--- config.mk ---
export PLATFORM = sky130hd
export DESIGN_NAME = sound_tone_player
export DESIGN_NICKNAME = d
export VERILOG_FILES = /design/src/rtl/sound_tone_player.sv
export SDC_FILE = /design/constraint.sdc
export NUM_CORES = 1
export LEC_CHECK = 0
export CORE_MARGIN = 5
export CORE_UTILIZATION = 60
export DETAILED_ROUTE_END_ITERATION = 16
export HOLD_SLACK_MARGIN = 0.1
export PLACE_DENSITY = 0.85
export REMOVE_ABC_BUFFERS = 1
export SETUP_SLACK_MARGIN = 0.5
export SLEW_MARGIN = 25
export SYNTH_ARGS = -nofsm -noshare
export SYNTH_HDL_FRONTEND = slang
export SYNTH_SLANG_ARGS = --single-unit
--- constraint.sdc ---
create_clock -name clk -period 6.9 [get_ports clk]
set_clock_uncertainty 0.2 [all_clocks]
set_input_delay 1.035 -clock clk [delete_from_list [all_inputs] [get_ports clk]]
set_output_delay 1.035 -clock clk [all_outputs]
set_load 0.02 [all_outputs]
--- src/rtl/sound_tone_player.sv ---
// sound_tone_player: fixed-length square-wave tone generator driven by the
// game controller's sound request. A phase accumulator (NCO) sets the pitch
// and a down-counter sets the tone length. The block drives a 1-bit square
// output, a signed 16-bit sample, a busy flag and a one-cycle done strobe.
module sound_tone_player #(
  parameter int unsigned        ACC_W           = 32,
  parameter int unsigned        INC_PER_HZ      = 172,
  parameter int unsigned        DURATION_CYCLES = 12500000,
  parameter logic signed [15:0] AMPLITUDE       = 16'sd8000
) (
  input  logic               clk,
  input  logic               resetN,
  input  logic               enable_sound,
  input  logic [9:0]         sound_freq,
  input  logic               mute,
  output logic               audio_square,
  output logic signed [15:0] audio_sample,
  output logic               busy,
  output logic               done
);

  localparam logic [0:0] ST_IDLE = 1'b0;
  localparam logic [0:0] ST_PLAY = 1'b1;

  localparam int unsigned CNT_W = (DURATION_CYCLES > 1) ? $clog2(DURATION_CYCLES) : 1;
  localparam logic [CNT_W-1:0] CNT_LOAD = CNT_W'(DURATION_CYCLES - 1);
  localparam logic [ACC_W-1:0] INC_W    = ACC_W'(INC_PER_HZ);

  logic [0:0]         state_q, state_d;
  logic [ACC_W-1:0]   acc_q, acc_d;
  logic [CNT_W-1:0]   cnt_q, cnt_d;
  logic [9:0]         freq_q, freq_d;
  logic               enable_q;
  logic               done_q, done_d;
  logic               square_q, square_d;
  logic signed [15:0] sample_q, sample_d;

  logic               req;
  logic               valid_req;
  logic               playing_d;
  logic [ACC_W-1:0]   inc;

  // Phase step for the latched frequency, truncated to the accumulator width.
  always_comb begin
    inc = ACC_W'(freq_q) * INC_W;
  end

  // Next-state logic: request detection, tone start/retrigger, expiry.
  always_comb begin
    req       = enable_sound & ~enable_q;
    valid_req = req & (sound_freq != '0);
    state_d   = state_q;
    acc_d     = acc_q;
    cnt_d     = cnt_q;
    freq_d    = freq_q;
    if (valid_req) begin
      // A fresh request restarts the tone even on the expiry cycle.
      state_d = ST_PLAY;
      freq_d  = sound_freq;
      acc_d   = '0;
      cnt_d   = CNT_LOAD;
    end else if (state_q == ST_PLAY) begin
      if (cnt_q == '0) begin
        state_d = ST_IDLE;
        acc_d   = '0;
      end else begin
        acc_d = acc_q + inc;
        cnt_d = cnt_q - CNT_W'(1);
      end
    end
  end

  // Output values computed from next state so the registered outputs line up
  // with the state/accumulator registers they are derived from.
  always_comb begin
    playing_d = (state_d == ST_PLAY);
    done_d    = (state_q == ST_PLAY) && (state_d == ST_IDLE);
    square_d  = playing_d & ~mute & acc_d[ACC_W-1];
    if (square_d) begin
      sample_d = AMPLITUDE;
    end else if (playing_d && !mute) begin
      sample_d = -AMPLITUDE;
    end else begin
      sample_d = '0;
    end
  end

  // State and output registers with asynchronous active-low reset.
  always_ff @(posedge clk or negedge resetN) begin
    if (!resetN) begin
      state_q  <= ST_IDLE;
      acc_q    <= '0;
      cnt_q    <= '0;
      freq_q   <= '0;
      enable_q <= 1'b0;
      done_q   <= 1'b0;
      square_q <= 1'b0;
      sample_q <= '0;
    end else begin
      state_q  <= state_d;
      acc_q    <= acc_d;
      cnt_q    <= cnt_d;
      freq_q   <= freq_d;
      enable_q <= enable_sound;
      done_q   <= done_d;
      square_q <= square_d;
      sample_q <= sample_d;
    end
  end

  assign audio_square = square_q;
  assign audio_sample = sample_q;
  assign busy         = (state_q == ST_PLAY);
  assign done         = done_q;

endmodule

# Yosys cells after proc, flatten, opt, wreduce, memory -nomap -nowiden
# Index checks and enable logic that the tools add are counted.
[totals] ff_bits=86 out_inout_bits=19 inputBits=14 wordCells=38
[op_classes] multipliers=1 addsub=2 mux=11 reduce_logical=7 n_eq_ne=1 n_bitwise=7
[op_table] operator="$mux 32" n=3
[op_table] operator="$mux 24" n=3
[op_table] operator="$add 32x18->32" n=1
[op_table] operator="$mux 16" n=2
[op_table] operator="$logic_not 24->1" n=1
[op_table] operator="$sub 24x1->24 const B" n=1
[op_table] operator="$mul 10x6->16 const B" n=1
[op_table] operator="$reduce_bool 10->1" n=1
[op_table] operator="$and 1x1->1" n=4
[op_table] operator="$mux 1" n=3
[op_table] operator="$not 1->1" n=3
[op_table] operator="$logic_and 1x1->1" n=2
[op_table] operator="$ne 2x2->1 const B" n=1
[op_table] operator="$reduce_and 2->1" n=1
[op_table] operator="$reduce_bool 2->1" n=1
[op_table] operator="$logic_not 1->1" n=1

# Longest topological paths before layout
# Gate-level depths: netlist of the first run.
[logic_depth] ltp_word=7 ltp_mapped=23

# Worst setup path after synthesis of the first run
# Ideal clock, no wire load.
[synth_path] path_kind="reg-to-reg" start="register freq_q[1]" end="register acc_q[25]" path_buffers=2 path_stages_with_launch=24 slack_ps=1627 required_time_ps=6605 arrival_ps=4978 synth_period_minus_slack_ps=5273 setup_time_ps=95 path_cell_list="dfrtp_1 ha_1 inv_1 fa_1 fa_1 inv_1 ha_1 nand2_1 nor2_1 a211o_1 nor3_1 o31ai_1 o211ai_1 xnor2_1 ha_1 buf_2 a21o_1 a21oi_1 or4b_1 o21a_1 buf_2 a41oi_1 o21ai_1 o31ai_1"
[synth_via] elab_chain_cells=5
[synth_lines] element="start: declaration" line_no="32" rtl="logic [9:0] freq_q, freq_d;"
[synth_lines] element="start signal: assignment" line_no="103" rtl="freq_q <= freq_d;"
[synth_lines] element="$mul 10x6->16" line_no="45" rtl="inc = ACC_W'(freq_q) * INC_W;"
[synth_lines] element="$add 32x18->32" line_no="67" rtl="acc_d = acc_q + inc;"
[synth_lines] element="$mux 32" line_no="63" rtl="if (cnt_q == '0) begin"
[synth_lines] element="$mux 32" line_no="62" rtl="end else if (state_q == ST_PLAY) begin"
[synth_lines] element="$mux 32" line_no="56" rtl="if (valid_req) begin"
[synth_lines] element="end signal: assignment" line_no="92" rtl="acc_q <= '0;"
[synth_lines] element="end signal: assignment" line_no="101" rtl="acc_q <= acc_d;"
[synth_lines] element="end: declaration" line_no="30" rtl="logic [ACC_W-1:0] acc_q, acc_d;"
# Every way passes these cells. The select of a mux whose other input is x is not followed.
# A chain may end at the register's enable or synchronous reset.

# Final worst setup path of the first run
[layout_path] start="register freq_q[3]" end="register acc_q[25]"
# The elaborated chain is that of the path after synthesis.

==> results.py, run 1 <==
metrics = {
    "clock_tree": {
        "cts_max_path_buffers": 2,
        "cts_made_buffers": 9,
        "postCtsResizedCells": 0,
        "tritoncts": "built",
        "holdBufCountCts": 0,
        "cts_setup_buffers": 0,
        "clk_pin_slew_worst_paths_ns": 0.09,
        "h-tree-depth": 3,
        "root_buffer": "clkbuf_8",
        "clk_latency_ns": 0.35,
        "cts_sinks": 70,
    },
    "floorplanning": {
        "die_h_um": 105,
        "rows": 34,
        "die_w_um": 105,
        "coreArea_um2": 8760,
        "start_util_pct": 61.7,
        "num_io_pins": 33,
        "die_area_um2": 11000,
    },
    "drt": {
        "avgRoutedWirePerCell_um": 15.6,
        "first_iter_violations": 218,
        "drtPass1Iterations": 4,
        "vias": 4308,
        "ant_nets": 0,
        "detail_route.vias_per_cell": 5.96,
        "route.detailed.drc": 0,
        "routed_wl_um": 11300,
    },
    "grt": {
        "grt_max_degree": 71,
        "grt_overflow": 0,
        "grt_pass1_wl_um": 19600,
        "first_global_vias": 4256,
        "antenna_found_initial": 0,
        "grt.total_usage_pct": 21.2,
    },
    "place": {
        "io_buffers": 26,
        "dp.cells": 707,
        "dp_hpwl_um": 8400,
        "gp_congestion": 0.912,
    },
    "power": {
        "p_per_area_nw_per_um2": 458,
        "leakagePower_nw": 2.67,
        "fin_total_pwr_w": 0.00269,
        "ir_worst_vdd_mv": 0.258,
    },
    "yosys": {
        "ys_seq_area_share_pct": 32.4,
        "synthCells": 594,
        "synthAdderAreaFrac_pct": 19.3,
        "synth_edf_count": 0,
        "syn_area_per_cell_um2": 9.10,
        "synth_top_family_by_area": "simple AND/OR/NAND/NOR gates",
        "ys_seq_elements": 70,
        "async_flop_share_pct": 100,
        "syn_area_um2": 5400,
        "yosys_warnings": 0,
        "yosysUniqueCellTypes": 68,
        "synth_xor_area_share_pct": 6.32,
        "synthSimpleGateAreaFrac_pct": 20.2,
        "synth_compound_gate_area_share_pct": 14.7,
        "synth_flop_cell": "dfrtp_1",
        "muxShareOfSynthArea_pct": 0.185,
    },
    "timing": {
        "hold_viol": 0,
        "relSlewSlack_pct": 39.5,
        "rsz0062_at_grt": "false",
        "finalSetupViolCount": 0,
        "slew_viol_final": 0,
        "worstMarginPinSlew_ns": 0.907,
        "fmax_mhz": 179,
        "setup-tns-final_ns": 0,
        "fin_crit_sh_pct": 80.9,
        "fin_crit_ns": 5.58,
    },
    "status": {
        "status": "completed",
    },
    "setup_path": {
        "cp_max_fo": 11,
        "critPathKind": "register to register",
        "start_kind": "register",
        "worstPathArrival_ns": 5.64,
        "end_kind": "register",
        "crit_required_ns": 6.96,
    },
    "min_path": {
        "hold_class": "register to register",
    },
    "cells_and_area": {
        "nets": 699,
        "num_antenna_cells": 0,
        "area_growth_pct": 8.54,
        "nFillCells": 680,
        "final_cells": 723,
        "drive_gt1_share_pct": 7.15,
    },
    "job": {
        "cap_violations": 0,
    },
}
[worst paths after layout]
check                      startpoint         to  slack (ns)  cells past startpoint
max                         freq_q[3]  acc_q[25]        1.32                     21
min                         acc_q[26]  acc_q[26]        0.29                      1
max reg2reg                 freq_q[3]  acc_q[25]        1.32                     21
min reg2reg                 acc_q[26]  acc_q[26]        0.29                      1
max in group asynchronous      resetN  freq_q[9]        5.23                      2
min in group asynchronous      resetN  acc_q[24]        0.69                      2
[cell usage after synthesis, drive strengths merged, types with 4 or more instances]
cell type	n	share of area (%)
a21o	4	0.56
a21oi	33	3.1
a31oi	4	0.74
and3	6	0.69
buf	23	3.0
clkbuf	8	0.58
dfrtp	70	32
fa	14	5.2
ha	61	14
inv	47	3.3
nand2	79	5.5
nand2b	6	0.74
nand3	13	1.2
nand4	8	0.93
nor2	37	2.8
nor3	16	2.0
nor4	7	1.4
o211ai	7	0.97
o21a	4	0.56
o21ai	38	3.7
o21bai	5	0.69
o31ai	4	0.56
or3	9	1.1
or4	8	1.3
xnor2	21	3.4
xor2	18	2.9
[power breakdown]
group          switching [W]  internal [W]  leakage, nW
Sequential         0.0000653      0.000496        0.844
Combinational        0.00101      0.000773         1.72
Clock               0.000176      0.000173        0.106
[cells in the final DEF (no fill, tap or decap), types with 4 or more instances in the layout]
master / n
nand4_1: 8
nand3_1: 13
or4_1: 6
nand2b_1: 5
clkbuf_8: 9
nand2_1: 78
nor2_1: 33
and3_1: 6
nor3_1: 12
o31ai_1: 4
o21a_1: 4
o21ai_1: 5
xor2_1: 18
inv_1: 47
a21oi_1: 33
fa_1: 14
o21bai_1: 5
nor4_1: 5
buf_4: 5
ha_1: 61
a21o_1: 4
o211ai_1: 7
o21ai_0: 32
xnor2_1: 21
or3_1: 8
clkdlybuf4s50_1: 25
conb_1: 6
dfrtp_1: 70
[cells by family after synthesis]
kind of cell	count (synthesis)
flip-flops	70
multiplexers	1
AO/OA/AOI/OAI	123
adder cells (fa/ha/maj)	75
XOR/XNOR	39
other	1
buffers and inverters	78
AND/OR/NAND/NOR	207
[flip-flops by register name (all words and copies together), names as in the netlist]
signal and cells:
acc_q 30, audio_sample 3, busy 1, cnt_q 24, done 1, enable_q 1
freq_q 10
[worst max-delay path, stage by stage, from the launching register on]
cell and delay, ns:
dfrtp_1 0.44, ha_1 0.30, inv_1 0.05, fa_1 0.50, fa_1 0.54, inv_1 0.04, ha_1 0.35, nand2_1 0.08
nor2_1 0.04, a211o_1 0.29, nor3_1 0.20, o31ai_1 0.17, o211ai_1 0.23, xnor2_1 0.15, ha_1 0.33, a21o_1 0.21
a21oi_1 0.16, or4b_1 0.48, o21a_1 0.31, a41oi_1 0.26, o21ai_1 0.08, o31ai_1 0.08
[stage by stage]
step | setup WS, ns | hold slack, ns | util (%) | cell area [um2]
finish | 1.32 | 0.285 | 66.9 | 5870
global route | 0.806 | 0.321 | 66.9 | 5870
CTS | 1.30 | 0.280 | 66.9 | 5870
detailed placement | 1.35 | 0.270 | 64.6 | 5660
global placement | 1.45 | 0.260 | 64.6 | 5660
floorplan | 1.69 | 0.245 | - | 5230
[layout make-up]
cell class | instances | area [um2] | share of cell area [%]
timing repair buffer | 31 | 293 | 4.99
clock buffer | 9 | 124 | 2.11
multi-input combinational | 451 | 3300 | 56.3
sequential | 70 | 1750 | 29.9
clock inverter | 7 | 81.3 | 1.39
tap | 108 | 135 | 2.30
inverter | 47 | 176 | 3.01
[routing by layer]
layer / up-vias / GRT usage (%) / wire (um)
li1: 2093 / - / -
met1: 2092 / 28.2 / 5060
met2: 97 / 34.6 / 5540
met3: 26 / 4.75 / 442
met4: 0 / 6.85 / 261
met5: - / 0 / 0
Power figures use the tool's default switching activity.
==> inputs of run 2 (changes only) <==
- clock period: 6.9 -> 5.5 ns (I/O delays scaled with it)
==> run 2 against run 1 <==
- routed wire length is 41% higher
- sequential power is 29% higher
- cell count is 5.9% higher
- setup slack worse by 1.3 ns
- combinational power is 77% higher
- power is 60% higher
- first-iteration DRC count is 90% higher
- clock power is 23% higher
- maximum frequency is 2.7% higher
- highest routed layer unchanged
==> results.py, run 2 (same netlist as run 1, synthesis figures left out) <==
metrics = {
    "setup_path": {
        "crit_required_ns": 5.59,
        "start_kind": "register",
        "end_kind": "register",
        "path_cells": "buf_4 -> ha_4 -> ha_1 -> fa_2 -> ha_1 -> a21oi_2 -> nor2_1 -> a211o_1 -> nor3_4 -> o31ai_4 -> o211ai_1 -> xnor2_1 -> ha_1 -> a21o_1 -> a21oi_2 -> buf_4 -> buf_4 -> a21oi_4 -> buf_4 -> o21a_4 -> nand4_1 -> or3_1 -> o21ai_1",
        "max_stage_delay_ns": 0.57,
        "cpMaxStageDelayCell": "fa_2",
        "critPathKind": "register to register",
        "worstRegToRegCells": 23,
        "worstPathArrival_ns": 5.52,
        "cp_max_fo": 6,
        "crit_top_cell": "buf_4",
    },
    "cells_and_area": {
        "top_register": "acc_q",
        "area_growth_pct": 23.2,
        "top_regs": "acc_q (30), cnt_q (24), freq_q (10)",
        "drive_gt1_share_pct": 24.5,
        "nets": 742,
        "final_common_cell": "nand2_1",
        "largest_register_ffs": 30,
        "final_area_um2": 6660,
        "num_antenna_cells": 0,
        "final_cell_mix": "77 x nand2_1, 63 x dfrtp_1, 46 x buf_4",
    },
    "floorplanning": {
        "start_util_pct": 61.7,
        "die_w_um": 105,
        "rows": 34,
        "die_area_um2": 11000,
        "coreArea_um2": 8760,
        "die_h_um": 105,
        "num_io_pins": 33,
    },
    "place": {
        "io_buffers": 26,
        "gp_congestion": 0.904,
        "dp_hpwl_um": 8660,
        "dpl_cell_area_um2": 5710,
    },
    "drt": {
        "ant_nets": 0,
        "first_iter_violations": 415,
        "route.detailed.drc": 0,
        "routed_wl_um": 16000,
        "avgRoutedWirePerCell_um": 20.8,
        "vias": 5029,
        "drtPass1Iterations": 6,
        "detail_route.vias_per_cell": 6.57,
    },
    "power": {
        "p_per_area_nw_per_um2": 646,
        "fin_total_pwr_w": 0.00430,
        "ir_worst_vdd_mv": 0.355,
        "p_seq_share_pct": 16.8,
        "power_frac_clock_pct": 10.0,
        "swShare_pct": 48.0,
        "comb_power_share_pct": 73.2,
        "p_switching_w": 0.00207,
        "leakagePower_nw": 2.89,
        "power.internal_w": 0.00224,
    },
    "grt": {
        "first_global_vias": 4856,
        "grt_pass1_wl_um": 23400,
        "grt_max_degree": 71,
        "antenna_found_initial": 0,
        "grt_overflow": 0,
        "grt.total_usage_pct": 25.8,
    },
    "timing": {
        "fin_crit_sh_pct": 98.8,
        "finalSetupViolCount": 0,
        "worstMarginPinSlew_ns": 0.905,
        "rsz0062_at_grt": "true",
        "slew_viol_final": 0,
        "hold_viol": 0,
        "fin_crit_ns": 5.43,
        "fmax_mhz": 184,
        "relSlewSlack_pct": 39.7,
    },
    "clock_tree": {
        "cts_sinks": 70,
        "clk_pin_slew_worst_paths_ns": 0.09,
        "h-tree-depth": 3,
        "tritoncts": "built",
        "root_buffer": "clkbuf_8",
        "cts_made_buffers": 9,
        "cts_max_path_buffers": 2,
        "clk_latency_ns": 0.37,
    },
    "min_path": {
        "hold_class": "register to register",
        "hold_path_depth": 1,
    },
    "status": {
        "status": "completed",
    },
    "job": {
        "cap_violations": 0,
    },
}
-- run 2: cell types whose count changed in the layout (fill, tap and decap cells not counted), sizes merged --
cell / delta
buf: +42
clkinvlp: +2
inv: -2
o21a: +1
-- run 2: power groups by stage --
stage / clock network, W / registers [W] / logic [W]
after CTS: 0.000435 / 0.000710 / 0.00258
after detailed placement: 0 / 0.000714 / 0.00226
after floorplan: 0 / 0.000693 / 0.00175
final: 0.000431 / 0.000722 / 0.00315
after global placement: 0 / 0.000706 / 0.00212
after global routing: 0.000459 / 0.000728 / 0.00338
-- run 2: worst max-delay path: cells and delay by family, from the launching register on --
kind	cells	cell delay (ns)
AOI/OAI and AO/OA	9	1.51
xor gates and xnor gates	1	0.16
adders and majority gates	5	1.65
buffers and inverters	4	0.57
DFF	1	0.47
and+or+nand+nor	4	0.78
-- run 2: path summary, 6_finish.rpt --
kind	end	from	slack (ns)
max in group asynchronous	freq_q[2]	resetN	4.00
worst min register to register	acc_q[26]	acc_q[26]	0.29
min in group asynchronous	acc_q[7]	resetN	0.46
worst max-delay path	acc_q[27]	freq_q[3]	0.07
worst max register to register	acc_q[27]	freq_q[3]	0.07
worst min-delay path	acc_q[26]	acc_q[26]	0.29
-- run 2: per-layer routing --
metal | up-vias | GRT usage, % | routed length (um)
li1 | 2174 | - | -
met2 | 322 | 41.9 | 7880
met4 | 0 | 13.9 | 876
met5 | - | 0 | 0
met1 | 2442 | 32.2 | 5910
met3 | 91 | 5.43 | 1290
-- run 2: final cells by class --
type	count	area (um2)
Multi-Input combinational cell	452	3780
Fill cell	537	2110
Sequential cell	70	1760
Timing Repair Buffer	73	612
Inverter	47	176
Tap cell	108	135
Clock buffer	9	124
Clock inverter	7	72.6
-- run 2: per-stage QoR --
step	setup slack [ns]	hold slack [ns]	util, %	setup TNS [ns]	instances
after floorplan	0.286	0.245	-	0	568
after global placement	0.120	0.253	65.1	0	713
after detailed placement	-0.0690	0.278	65.1	-0.231	713
after CTS	0.396	0.295	72.3	0	748
after global routing	-0.0181	0.317	76.0	-0.0181	766
final	0.0665	0.289	76.0	0	766
-- run 2: repair_timing --
item,4_1_cts,5_1_grt
endpoints found under the setup margin,20,20
setup buffers,18,18
gates cloned,1,0
pin swaps,38,37
gates resized for setup,57,42
hold buffers,0,0
